===== config.mk =====
export PLATFORM = sky130hd
export DESIGN_NAME = ball_drop_sequencer
export DESIGN_NICKNAME = d
export VERILOG_FILES = /design/src/rtl/ball_drop_sequencer.sv
export SDC_FILE = /design/constraint.sdc
export NUM_CORES = 1
export LEC_CHECK = 0
export CAP_MARGIN = 20
export CORE_MARGIN = 2
export CORE_UTILIZATION = 52
export CTS_CLUSTER_SIZE = 40
export DETAILED_ROUTE_END_ITERATION = 12
export HOLD_SLACK_MARGIN = 0.1
export PLACE_DENSITY_LB_ADDON = 0.12
export SLEW_MARGIN = 20
export SYNTH_ARGS = -nofsm -noshare
export SYNTH_HDL_FRONTEND = slang
export SYNTH_SLANG_ARGS = --single-unit

===== constraint.sdc =====
create_clock -name clk_in -period 4.5 [get_ports clk_in]
set_clock_uncertainty 0.2 [all_clocks]
set_input_delay 0.9 -clock clk_in [delete_from_list [all_inputs] [get_ports clk_in]]
set_output_delay 0.9 -clock clk_in [all_outputs]
set_load 0.01 [all_outputs]

===== src/rtl/ball_drop_sequencer.sv =====
// Purpose : game-level sequencer for the falling-ball datapath (serve, fall, catch/miss, score, lives, game over).
// Latency : fall_en is combinational off the registered state (0 cycles from frame_tick); all other outputs are registered, 1 cycle.
// Backpressure: none; frame_tick and start_btn are sampled every cycle, and ticks arriving in JUDGE/MISS are dropped.
//
// Ports:
//   clk_in, reset           clock and synchronous active-high reset
//   frame_tick              one-cycle pulse per video frame
//   start_btn               debounced start level; its rising edge starts a game from IDLE or OVER
//   ball_x, ball_y, radius  ball geometry from the random-ball generator
//   bar_x                   bar centre X from the bar logic
//   new_game, caught        one-cycle strobes to the generator (never both high)
//   fall_en, fall_step      per-frame advance strobe and pixels per step
//   score, lives, game_over game status for the HUD
//   state_o                 FSM encoding: IDLE=0 SERVE=1 FALL=2 JUDGE=3 MISS=4 OVER=5
//
// Build option: define SPEEDUP_EN to raise fall_step by one on every 8th catch, saturating at 7.
// Without it, fall_step is tied to 1 and no step register exists.

module ball_drop_sequencer #(
    parameter int unsigned BAR_Y        = 440,
    parameter int unsigned BAR_HALF_W   = 40,
    parameter int unsigned BOTTOM_Y     = 457,
    parameter int unsigned LIVES_INIT   = 3,
    parameter int unsigned SERVE_FRAMES = 30,
    parameter int unsigned SCORE_W      = 10
) (
    input  logic               clk_in,
    input  logic               reset,
    input  logic               frame_tick,
    input  logic               start_btn,
    input  logic [9:0]         ball_x,
    input  logic [9:0]         ball_y,
    input  logic [10:0]        radius,
    input  logic [9:0]         bar_x,
    output logic               new_game,
    output logic               caught,
    output logic               fall_en,
    output logic [2:0]         fall_step,
    output logic [SCORE_W-1:0] score,
    output logic [1:0]         lives,
    output logic               game_over,
    output logic [2:0]         state_o
);

    localparam int unsigned CNT_W = $clog2(SERVE_FRAMES + 1);

    typedef enum logic [2:0] {
        S_IDLE  = 3'd0,
        S_SERVE = 3'd1,
        S_FALL  = 3'd2,
        S_JUDGE = 3'd3,
        S_MISS  = 3'd4,
        S_OVER  = 3'd5
    } state_t;

    state_t             state_q;
    logic               start_q;
    logic               new_game_q;
    logic               caught_q;
    logic               game_over_q;
    logic [SCORE_W-1:0] score_q;
    logic [SCORE_W-1:0] score_d;
    logic [1:0]         lives_q;
    logic [CNT_W-1:0]   cnt_q;

    logic [10:0] bottom;
    logic [10:0] left_reach;
    logic [10:0] right_reach;
    logic        hit_x;
    logic        at_bar;
    logic        past_bottom;
    logic        start_rise;

    // Judging geometry. Everything is 11-bit unsigned, so ball_y + radius
    // deliberately wraps rather than growing a carry bit.
    always_comb begin
        bottom      = {1'b0, ball_y} + radius;
        left_reach  = {1'b0, ball_x} + 11'(BAR_HALF_W);
        right_reach = {1'b0, bar_x}  + 11'(BAR_HALF_W);
        hit_x       = (left_reach >= {1'b0, bar_x}) && ({1'b0, ball_x} <= right_reach);
        at_bar      = (bottom >= 11'(BAR_Y));
        past_bottom = ({1'b0, ball_y} >= 11'(BOTTOM_Y));
    end

    assign start_rise = start_btn & ~start_q;

    // Saturating score increment: an all-ones score stays put.
    assign score_d = (score_q == '1) ? score_q : score_q + SCORE_W'(1);

    // Same-cycle gate so the ball moves on the frame it is told to.
    assign fall_en = (state_q == S_FALL) && frame_tick;

`ifdef SPEEDUP_EN
    logic [2:0] step_q;
    assign fall_step = step_q;
`else
    assign fall_step = 3'd1;
`endif

    always_ff @(posedge clk_in) begin
        if (reset) begin
            state_q     <= S_IDLE;
            // Capture the live button so a button held through reset does not start a game.
            start_q     <= start_btn;
            new_game_q  <= 1'b0;
            caught_q    <= 1'b0;
            game_over_q <= 1'b0;
            score_q     <= '0;
            lives_q     <= '0;
            cnt_q       <= '0;
`ifdef SPEEDUP_EN
            step_q      <= 3'd1;
`endif
        end else begin
            start_q    <= start_btn;
            new_game_q <= 1'b0;
            caught_q   <= 1'b0;

            case (state_q)
                S_IDLE, S_OVER: begin
                    if (start_rise) begin
                        new_game_q  <= 1'b1;
                        lives_q     <= 2'(LIVES_INIT);
                        score_q     <= '0;
                        game_over_q <= 1'b0;
                        cnt_q       <= '0;
                        state_q     <= S_SERVE;
`ifdef SPEEDUP_EN
                        step_q      <= 3'd1;
`endif
                    end
                end

                S_SERVE: begin
                    if (frame_tick) begin
                        if (cnt_q == CNT_W'(SERVE_FRAMES - 1)) begin
                            cnt_q   <= '0;
                            state_q <= S_FALL;
                        end else begin
                            cnt_q <= cnt_q + CNT_W'(1);
                        end
                    end
                end

                S_FALL: begin
                    // A catch takes priority over a miss in the same cycle.
                    // caught is raised on entry so it is high exactly while in JUDGE.
                    if (at_bar && hit_x) begin
                        caught_q <= 1'b1;
                        state_q  <= S_JUDGE;
                    end else if (past_bottom) begin
                        state_q <= S_MISS;
                    end
                end

                S_JUDGE: begin
                    score_q <= score_d;
`ifdef SPEEDUP_EN
                    // Speed up only on a real increment that lands on a multiple of 8.
                    if ((score_q != '1) && (score_d[2:0] == 3'b000) && (step_q != 3'd7)) begin
                        step_q <= step_q + 3'd1;
                    end
`endif
                    cnt_q   <= '0;
                    state_q <= S_SERVE;
                end

                S_MISS: begin
                    if (lives_q <= 2'd1) begin
                        lives_q     <= '0;
                        game_over_q <= 1'b1;
                        state_q     <= S_OVER;
                    end else begin
                        lives_q <= lives_q - 2'd1;
                        cnt_q   <= '0;
                        state_q <= S_SERVE;
                    end
                end

                default: state_q <= S_IDLE;
            endcase
        end
    end

    assign new_game  = new_game_q;
    assign caught    = caught_q;
    assign game_over = game_over_q;
    assign score     = score_q;
    assign lives     = lives_q;
    assign state_o   = state_q;

endmodule

==> results.tsv, run 1 <==
metric	value	unit
dpl hpwl	4147	um
Tcrit/Tclk final	76.90	%
Synth Flop Type	dfxtp_1	
post-CTS setup buffer count	0	
relative slew slack	61.78	%
maximum VDD drop	0.1986	mV
min cycle time layout	3.460	ns
largest family of logic cells by synthesized area	simple AND/OR/NAND/NOR gates	
Post-synth EDFFs	0	
Synth Area in Simple Gates	24.57	%
Final Slew Violations	0	
die height	69.79	um
wire length per cell	13.19	um
# clock sinks	24	
CP Capture Type	register	
synthesis-stage register bit count	24	
Antenna Violating Nets Remaining	0	
FILL cells	348	
Worst setup SP type	input pin	
CP startpoint	ball_y[0]	
RSZ-0062 raised after global routing	false	
cell area after synthesis	0.002251	mm2
DRC viols	0	
Lkg Pwr	1.202	nW
largest net degree at the start of global routing	15	
P&R area growth vs syn	32.24	%
Starting Density	55.08	%
clk_lat worst skew	0.28	ns
remaining global-route overflow	0	
area leader, netlist	dfxtp_1	
Worst EP required	4.48	ns
Clock Path Buffers	2	
R2R Path Start	state_o[0]$_SDFFE_PP0P_	
row count	23	
PnR worst setup slack	1.040	ns
PD cells	210.1	mW/mm2
share of cells above drive strength 1	3.540	%
max_cap viols	0	
worst hold path startpoint	game_over$_SDFFE_PP0P_	
sequential area share after synthesis	21.35	%
first-pass GRT wire length	9142	um
initial antenna violation count	0	
worst setup path category	in -> reg	
vias in the first global route	2104	
via count	2154	
Synth Area per Inst	8.068	um2
Max Fanout on Critical Path	4	
CTS Hold Bufs	0	
DRT iter0 DRCs	76	
total CTS buffers	3	
Worst Hold Depth	2	
H-tree depth	1	
top cell type's share of synthesized area	21.35	%
die width	69.79	um
Synth Area in Adders	18.68	%
Hold Path Class	reg -> reg	
R2R cell count	6	
Hold Fails Final Rpt	0	
drt total wl	5132	um
slew of the pin with the lowest slew margin	0.5734	ns
minimum setup slack after placement	0.7319	ns
total track usage	21.93	%
# setup viols final	0	
GPL Wtd Cong	0.8653	
PortBufs	63	
multiplexer share of the synthesized area	0.8894	%
Post-synth ARST share	0	%
CTS tree	yes	
core box area	0.004086	mm2
Net count, final	418	
Top-Level Pins	67	
run status	finished, final reports clean	
setup_tns	0	ns
Critical Path AT	3.44	ns
ranking of synthesized cells by area	dfxtp_1 (21%), ha_1 (18%), xnor2_1 (5.8%)	
clk root buf	clkbuf_8	
die footprint	0.004871	mm2
drt first pass iters	4	
# diodes	0	
post-synthesis compound-gate area fraction	19.90	%
vias per std cell	5.537	
Fmax	289.0	MHz
total power	0.6254	mW
CTS clk-pin slew, worst paths	0.10	ns
CTS resizes	0	
Yosys warnings	0	
Unique masters post-synth	52	
XOR/XNOR Fraction of Synth Area	9.728	%
Syn Inst Count	279	
-- cells in the mapped netlist (all sizes together) (3+ instances only) --
cell / number
buf: 4
o22ai: 3
xor2: 10
xnor2: 15
or3: 6
nor3b: 3
dfxtp: 24
nand4: 8
nor2b: 4
nand2: 16
ha: 32
o21a: 3
nor3: 8
o31ai: 3
a21o: 4
nor2: 33
nand3: 6
a21oi: 17
nand2b: 5
inv: 16
nand3b: 5
clkbuf: 4
and3: 3
o21ai: 13
a31oi: 3
-- final timing paths --
path / end / slack, ns
worst max register to register: score[5]$_SDFFE_PP0P_ / 2.12
worst min-delay path: game_over$_SDFFE_PP0P_ / 0.32
worst max-delay path: state_o[1]$_SDFFE_PP0P_ / 1.04
worst min register to register: game_over$_SDFFE_PP0P_ / 0.32
-- cells in the final DEF (no fill, tap or decap), types with 3 or more instances in the layout --
master and n:
a21oi_1 17, dfxtp_1 24, o22ai_1 3, xnor2_1 15, nor3b_1 3, o21ai_0 13, a31oi_1 3, or3_1 6
clkbuf_8 3, and3_1 3, inv_1 16, conb_1 3, nand3_1 6, nand3b_1 5, nand4_1 8, nor2_1 33
ha_1 32, xor2_1 10, o31ai_1 3, nand2b_1 5, nand2_1 16, nor3_1 8, nor2b_1 4, clkdlybuf4s50_1 63
a21o_1 4, o21a_1 3
-- state kept, by name (all words and copies together), names as in the netlist --
name / flops
lives: 2
cnt_q: 5
game_over: 1
start_q: 1
caught: 1
state_o: 3
score: 10
new_game: 1
-- power by group --
part           internal (mW)  total, mW  switching, mW  leakage (nW)
registers              0.217      0.222        0.00554         0.195
clock network          0.119      0.191         0.0718        0.0357
logic                  0.109      0.212          0.103         0.971
total                  0.445      0.625          0.181          1.20
-- layer usage --
metal | GRT usage [%] | up-vias | wire length (um)
li1 | - | 1124 | -
met1 | 27.46 | 977 | 2340
met2 | 40.53 | 48 | 2560
met3 | 3.779 | 5 | 209
met4 | 1.923 | 0 | 21
met5 | 0 | - | 0
-- cell families after synthesis --
kind of cell             count (synthesis)
buffers and inverters                   24
flip-flops                              24
AO/OA/AOI/OAI                           63
adder cells (fa/ha/maj)                 33
AND/OR/NAND/NOR                        106
XOR/XNOR                                25
other                                    2
multiplexers                             2
-- metrics by stage --
stage	util [%]	std cells	hold slack, ns	instance area (um2)
global route	72.84	389	0.3408	2977
detailed placement	71.10	385	0.2728	2905
CTS	72.84	389	0.3206	2977
global placement	71.10	385	0.2575	2905
floorplan	-	280	0.2716	2255
finish	72.84	389	0.3201	2977
-- area by class of cell --
| cell class | instances | area (um2) | share of cell area (%) |
|---|---|---|---|
| clock buffer | 3 | 41.29 | 1.387 |
| clock inverter | 1 | 30.03 | 1.009 |
| inverter | 16 | 60.06 | 2.018 |
| multi-input combinational | 232 | 1672 | 56.16 |
| sequential | 24 | 480.5 | 16.14 |
| tap | 50 | 62.56 | 2.102 |
| timing repair buffer | 63 | 630.6 | 21.19 |
-- critical path, cell delays in order --
cell	delay (ns)
clkdlybuf4s50_1	0.43
ha_1	0.25
fa_1	0.37
a21o_1	0.23
a221oi_4	0.29
xnor2_1	0.12
a2111oi_2	0.21
nor3_1	0.09
o21a_1	0.21
o311a_1	0.34
(Power assumes the default switching activity.)
==> inputs of run 2 (changes only) <==
--- a/config.mk
+++ b/config.mk
@@ -7,7 +7,7 @@
 export LEC_CHECK = 0
 export CAP_MARGIN = 20
 export CORE_MARGIN = 2
-export CORE_UTILIZATION = 52
+export CORE_UTILIZATION = 48
 export CTS_CLUSTER_SIZE = 40
 export DETAILED_ROUTE_END_ITERATION = 12
 export HOLD_SLACK_MARGIN = 0.1
==> constraint.sdc (replaced) <==
create_clock -name clk_in -period 3.35 [get_ports clk_in]
set_clock_uncertainty 0.2 [all_clocks]
set_input_delay 0.67 -clock clk_in [delete_from_list [all_inputs] [get_ports clk_in]]
set_output_delay 0.67 -clock clk_in [all_outputs]
set_load 0.01 [all_outputs]
==> run 2 against run 1 <==
  * First-iteration DRC count down 17%
  * Final cell count up 4.1%
  * Core utilization down 3.2 points
  * Sequential cell count unchanged
  * Design area up 4.0%
  * Critical endpoint unchanged
  * Largest cell class unchanged
  * Highest routed layer unchanged
==> results.tsv, run 2 (synthesis results as in run 1) <==
metric	value	unit	change
run status	finished, final reports clean		
H-tree depth	1		unchanged
max reg flops	10		unchanged
Worst EP required	3.32	ns	-1.16 ns
CTS tree	yes		
relative slew slack	62.95	%	+1.2 points
CTS Hold Bufs	0		unchanged
R2R Path Start	state_o[0]$_SDFFE_PP0P_		
critical path's largest stage delay	0.44	ns	about the same
Hold Path Class	reg -> reg		
CP startpoint	ball_y[0]		
CP max stage cell	clkdlybuf4s50_1		
RSZ-0062 raised after global routing	false		
R2R Setup Slk	1.08	ns	-1.04 ns
fin cells	405		+4.1%
CP Capture Type	register		
die footprint	0.005253	mm2	+7.9%
Starting Density	50.65	%	-4.4 points
Max Fanout on Critical Path	3		-1
die height	72.48	um	+3.9%
Worst Setup EP	state_o[1]$_SDFFE_PP0P_		
CTS clk-pin slew, worst paths	0.09	ns	about the same
PD cells	278.1	mW/mm2	+32%
clk_lat worst skew	0.27	ns	about the same
# diodes	0		unchanged
share of cells above drive strength 1	7.932	%	+4.4 points
die width	72.48	um	+3.9%
R2R cell count	6		unchanged
drt total wl	5109	um	-0.45%
# setup viols final	0		unchanged
GPL Wtd Cong	0.8364		-3.3%
total power	0.8606	mW	+38%
first-pass GRT wire length	8424	um	-7.9%
total track usage	19.54	%	-2.4 points
FILL cells	377		+8.3%
maximum VDD drop	0.1628	mV	-18%
Fmax	310.6	MHz	
wire length per cell	12.61	um	-4.4%
Net count, final	432		+3.3%
Hold Fails Final Rpt	0		unchanged
DRC viols	0		unchanged
row count	24		+4.3%
Reg-to-Reg End	score[5]$_SDFFE_PP0P_		
Worst setup SP type	input pin		
# clock sinks	24		unchanged
initial antenna violation count	0		unchanged
core box area	0.004444	mm2	+8.8%
hold slack	0.2796	ns	-0.04052 ns
Final Slew Violations	0		unchanged
Worst Hold Depth	2		unchanged
min cycle time layout	3.220	ns	
CP Cell Sequence	clkdlybuf4s50_1, ha_2, fa_1, a21o_1, buf_4, nor3b_1, a2111oi_2, nor3_1, o21a_1, o311a_1		
Tcrit/Tclk final	96.10	%	
slew of the pin with the lowest slew margin	0.5557	ns	-0.01761 ns
largest net degree at the start of global routing	15		unchanged
max_cap viols	0		unchanged
vias in the first global route	2034		-3.3%
most frequent cells in the layout	clkdlybuf4s50_1 (63), nor2_1 (33), ha_1 (31)		
remaining global-route overflow	0		unchanged
Critical Path AT	3.19	ns	-0.25 ns
Clock Path Buffers	2		unchanged
vias per std cell	5.365		-3.1%
PortBufs	63		unchanged
placed cell count	400		+3.9%
Top-Level Pins	67		unchanged
DRT iter0 DRCs	63		-17%
drt first pass iters	6		+2
most common cell after layout, fill and taps aside	clkdlybuf4s50_1		
Antenna Violating Nets Remaining	0		unchanged
Lkg Pwr	1.275	nW	+6.1%
clk root buf	clkbuf_8		
via count	2173		+0.88%
P&R area growth vs syn	37.47	%	
total CTS buffers	3		unchanged
worst setup path category	in -> reg		
dpl hpwl	4169	um	+0.55%
run 2: how the worst min path moves through the flow:
stage                                start                      to
floorplan            cnt_q[4]$_SDFFE_PP0P_   cnt_q[4]$_SDFFE_PP0P_
global placement    game_over$_SDFFE_PP0P_  game_over$_SDFFE_PP0P_
detailed placement  game_over$_SDFFE_PP0P_  game_over$_SDFFE_PP0P_
CTS                 game_over$_SDFFE_PP0P_  game_over$_SDFFE_PP0P_
global route        game_over$_SDFFE_PP0P_  game_over$_SDFFE_PP0P_
finish              game_over$_SDFFE_PP0P_  game_over$_SDFFE_PP0P_
run 2: report_power, final:
part / leakage [nW] / total, mW / internal [mW] / switching, mW
sequential: 0.195 / 0.299 / 0.291 / 0.00723
clock: 0.0357 / 0.258 / 0.160 / 0.0978
combinational: 1.04 / 0.304 / 0.163 / 0.141
total: 1.27 / 0.861 / 0.614 / 0.246
run 2: cell type report:
cell class / instances / area (um2) / share of cell area (%)
clock buffers: 3 / 41.29 / 1.334
clock inverters: 1 / 30.03 / 0.9705
inverters: 16 / 60.06 / 1.941
multi-input cells: 232 / 1682 / 54.35
flip-flops and latches: 24 / 480.5 / 15.53
well taps: 52 / 65.06 / 2.103
repair buffers: 77 / 735.7 / 23.78
run 2: worst max-delay path, delay by kind of cell:
kind | cells | cell delay (ns)
AO/OA/AOI/OAI | 4 | 1.13
buffers and inverters | 2 | 0.59
adder cells (fa/ha/maj) | 2 | 0.57
AND/OR/NAND/NOR | 2 | 0.24
run 2: routing by layer:
metal | vias to the layer above | track usage (%) | part of all wire [%]
li1 | 1151 | - | -
met1 | 965 | 22.99 | 44
met2 | 53 | 37.51 | 51
met3 | 4 | 3.472 | 4.6
met4 | 0 | 2.675 | 0.45
met5 | - | 0 | 0
run 2: what timing repair did:
| item | 4_1_cts | 5_1_grt |
|---|---|---|
| setup endpoints to repair | 0 | 1 |
| setup buffers | 0 | 1 |
| gates resized for setup | 0 | 2 |
run 2: metrics by stage:
| stage | TNS, ns | instance area [um2] | util (%) | worst slack, ns |
|---|---|---|---|---|
| after floorplan | 0 | 2255 | - | 0.4123 |
| after global placement | -0.2063 | 3005 | 67.62 | -0.09635 |
| after detailed placement | -0.4475 | 3005 | 67.62 | -0.1912 |
| after CTS | 0 | 3077 | 69.23 | 0.09694 |
| after global routing | 0 | 3094 | 69.62 | 0.01002 |
| final | 0 | 3094 | 69.62 | 0.1305 |
==> inputs of run 3 (changes only) <==
--- a/config.mk
+++ b/config.mk
@@ -5,9 +5,10 @@
 export SDC_FILE = /design/constraint.sdc
 export NUM_CORES = 1
 export LEC_CHECK = 0
+export ABC_AREA = 1
 export CAP_MARGIN = 20
 export CORE_MARGIN = 2
-export CORE_UTILIZATION = 48
+export CORE_UTILIZATION = 50
 export CTS_CLUSTER_SIZE = 40
 export DETAILED_ROUTE_END_ITERATION = 12
 export HOLD_SLACK_MARGIN = 0.1
==> run 3 against run 2 <==
  * Die area grew 7.7%
  * Register-to-register slack gained 0.22 ns
  * Global-route usage grew 2.0 points
  * Hold slack gained 0.012 ns
  * Synthesized cell count grew 45%
  * Largest power group unchanged
  * Combinational power grew 92%
  * First-iteration DRC count grew 19%
  * Critical path depth grew 9
  * Fmax grew 5.3%
  * Final cell count grew 33%
  * Clock power is essentially flat
  * Core utilization shrank 0.22 points
==> results.tsv, run 3 <==
metric	value	unit	change
run status	finished, final reports clean		
Synth Area per Inst	6.278	um2	-22%
placed cell count	533		+33%
post-synthesis compound-gate area fraction	10.46	%	-9.4 points
fin cells	538		+33%
die height	75.22	um	+3.8%
Cell Area, Placed	0.003243	mm2	+7.9%
# setup viols final	0		unchanged
final instance area	0.003343	mm2	+8.0%
CTS tree	yes		
Antenna Violating Nets Remaining	0		unchanged
first-pass GRT wire length	9784	um	+16%
cell with the most instances after synthesis	nand2_1		
final core area utilization	69.40	%	-0.22 points
total power	1.190	mW	+38%
Syn Inst Count	404		+45%
area leader, netlist	dfxtp_1		
row count	25		+4.2%
Synth Flop Type	dfxtp_1		
clk_lat worst skew	0.27	ns	about the same
die width	75.22	um	+3.8%
Synth Area in Simple Gates	38.73	%	+14 points
Clock Path Buffers	2		unchanged
Critical Path AT	3.07	ns	-0.12 ns
top cell type's share of synthesized area	18.94	%	-2.4 points
largest net degree at the start of global routing	15		unchanged
dpl hpwl	4900	um	+18%
DRC viols	0		unchanged
most common cell after layout, fill and taps aside	nand2_1		
Hold Fails Final Rpt	0		unchanged
vias per std cell	4.913		-8.4%
total track usage	21.50	%	+2.0 points
Worst setup SP type	input pin		
max_cap viols	0		unchanged
Post-synth ARST share	0	%	unchanged
share of cells above drive strength 1	7.219	%	-0.71 points
Net count, final	550		+27%
PortBufs	63		unchanged
Max Fanout on Critical Path	3		unchanged
DRT iter0 DRCs	75		+19%
core box area	0.004817	mm2	+8.4%
Synth top cells by count	nand2_1 (121), inv_1 (58), nor2_1 (38)		
FILL cells	450		+19%
max reg flops	10		unchanged
Final Slew Violations	0		unchanged
area of the multi-input gates	0.001812	mm2	+7.7%
Yosys warnings	0		unchanged
CP Capture Type	register		
initial antenna violation count	0		unchanged
min cycle time layout	3.057	ns	-0.1623 ns
# clock sinks	24		unchanged
drt first pass iters	4		-2
clk root buf	clkbuf_8		
Lkg Pwr	1.643	nW	+29%
maximum VDD drop	0.4504	mV	+180%
ranking of synthesized cells by area	dfxtp_1 (19%), nand2_1 (18%), ha_1 (16%)		
Top-Level Pins	67		unchanged
# diodes	0		unchanged
drt total wl	5752	um	+13%
CTS clk-pin slew, worst paths	0.09	ns	about the same
sequential area share after synthesis	18.94	%	-2.4 points
worst setup path category	in -> reg		
cell area after synthesis	0.002536	mm2	+13%
most frequent cells in the layout	nand2_1 (119), clkdlybuf4s50_1 (62), inv_1 (58)		
XOR/XNOR Fraction of Synth Area	4.489	%	-5.2 points
via count	2643		+22%
H-tree depth	1		unchanged
flip-flop and latch area	480.5	um2	unchanged
Post-synth EDFFs	0		unchanged
setup_tns	0	ns	unchanged
Hold Path Class	reg -> reg		
Worst EP required	3.36	ns	+0.04 ns
GPL Wtd Cong	0.8434		+0.84%
wire length per cell	10.69	um	-15%
Synth Area in Adders	16.58	%	-2.1 points
remaining global-route overflow	0		unchanged
largest family of logic cells by synthesized area	simple AND/OR/NAND/NOR gates		
Unique masters post-synth	39		-25%
Starting Density	52.65	%	+2.0 points
total CTS buffers	3		unchanged
P&R area growth vs syn	31.82	%	
Tcrit/Tclk final	91.26	%	-4.8 points
vias in the first global route	2474		+22%
die footprint	0.005658	mm2	+7.7%
synthesis-stage register bit count	24		unchanged
Fmax	327.1	MHz	+5.3%
multiplexer share of the synthesized area	0	%	-0.89 points
PD cells	355.9	mW/mm2	+28%
## run 3: changes by cell type after synthesis, sizes merged, moves of 7 or more
cell	previous run	this run
nand2	16	124
nand3	6	24
nor2	33	40
a21oi	17	26
xnor2	15	5
inv	16	64
## run 3: area by class of cell
type / count / share of cell area (%)
Timing Repair Buffer: 66 / 19.61
Clock buffer: 3 / 1.235
Multi-Input combinational cell: 313 / 54.19
Sequential cell: 24 / 14.37
Clock inverter: 1 / 0.8982
Tap cell: 67 / 2.507
Inverter: 64 / 7.186
## run 3: final timing paths
check,from,slack (ns),cells past startpoint,endpoint
max,bar_x[3],0.29,19,state_o[0]$_SDFFE_PP0P_
min,game_over$_SDFFE_PP0P_,0.29,2,game_over$_SDFFE_PP0P_
max reg2reg,state_o[1]$_SDFFE_PP0P_,1.30,10,cnt_q[4]$_SDFFE_PP0P_
min reg2reg,game_over$_SDFFE_PP0P_,0.29,2,game_over$_SDFFE_PP0P_
## run 3: metrics by stage
step	hold WS, ns	worst slack, ns
2_1_floorplan	0.2787	0.6631
4_1_cts	0.2891	0.1999
3_3_place_gp	0.2703	0.03902
3_5_place_dp	0.2605	-0.08028
5_1_grt	0.3089	-0.0006057
6_report	0.2919	0.2928
## run 3: critical path: stages
cell and delay [ns]:
clkdlybuf4s50_1 0.49, ha_2 0.19, o21ai_1 0.09, nor3_2 0.20, xor2_1 0.16, inv_1 0.06
ha_1 0.31, nand3_1 0.11, inv_1 0.07, nand3_1 0.06, nand2_1 0.08, nand2_1 0.05
nand2_1 0.05, inv_1 0.05, nand2_2 0.08, nand2_1 0.08, nand2_2 0.09, nand2_1 0.05
a21oi_1 0.13
## run 3: per-layer routing
metal  up-vias  global-route usage (%)  share of wire (%)
met2        51                   40.35                 48
met5         -                       0                  0
li1       1434                       -                  -
met3         3                   3.347                3.7
met1      1155                   26.91                 48
met4         0                   1.754               0.24
## run 3: kinds of logic (layout without fill, tap and decap cells)
kind of cell,count (synthesis),in the layout
other,2,3
flip-flops,24,24
AO/OA/AOI/OAI,44,44
adder cells (fa/ha/maj),33,33
XOR/XNOR,13,13
AND/OR/NAND/NOR,220,220
buffers and inverters,68,134
## run 3: repair_timing
action / CTS / global route
buffers inserted: 0 / 1
hold buffers: 0 / 0
endpoints found under the setup margin: 0 / 3
gates resized for setup: 0 / 9
## run 3: where the power goes
part	leakage [nW]	internal, mW	switching (mW)
clock network	0.0357	0.160	0.0975
logic	1.41	0.244	0.340
registers	0.195	0.314	0.0338
total	1.64	0.718	0.471
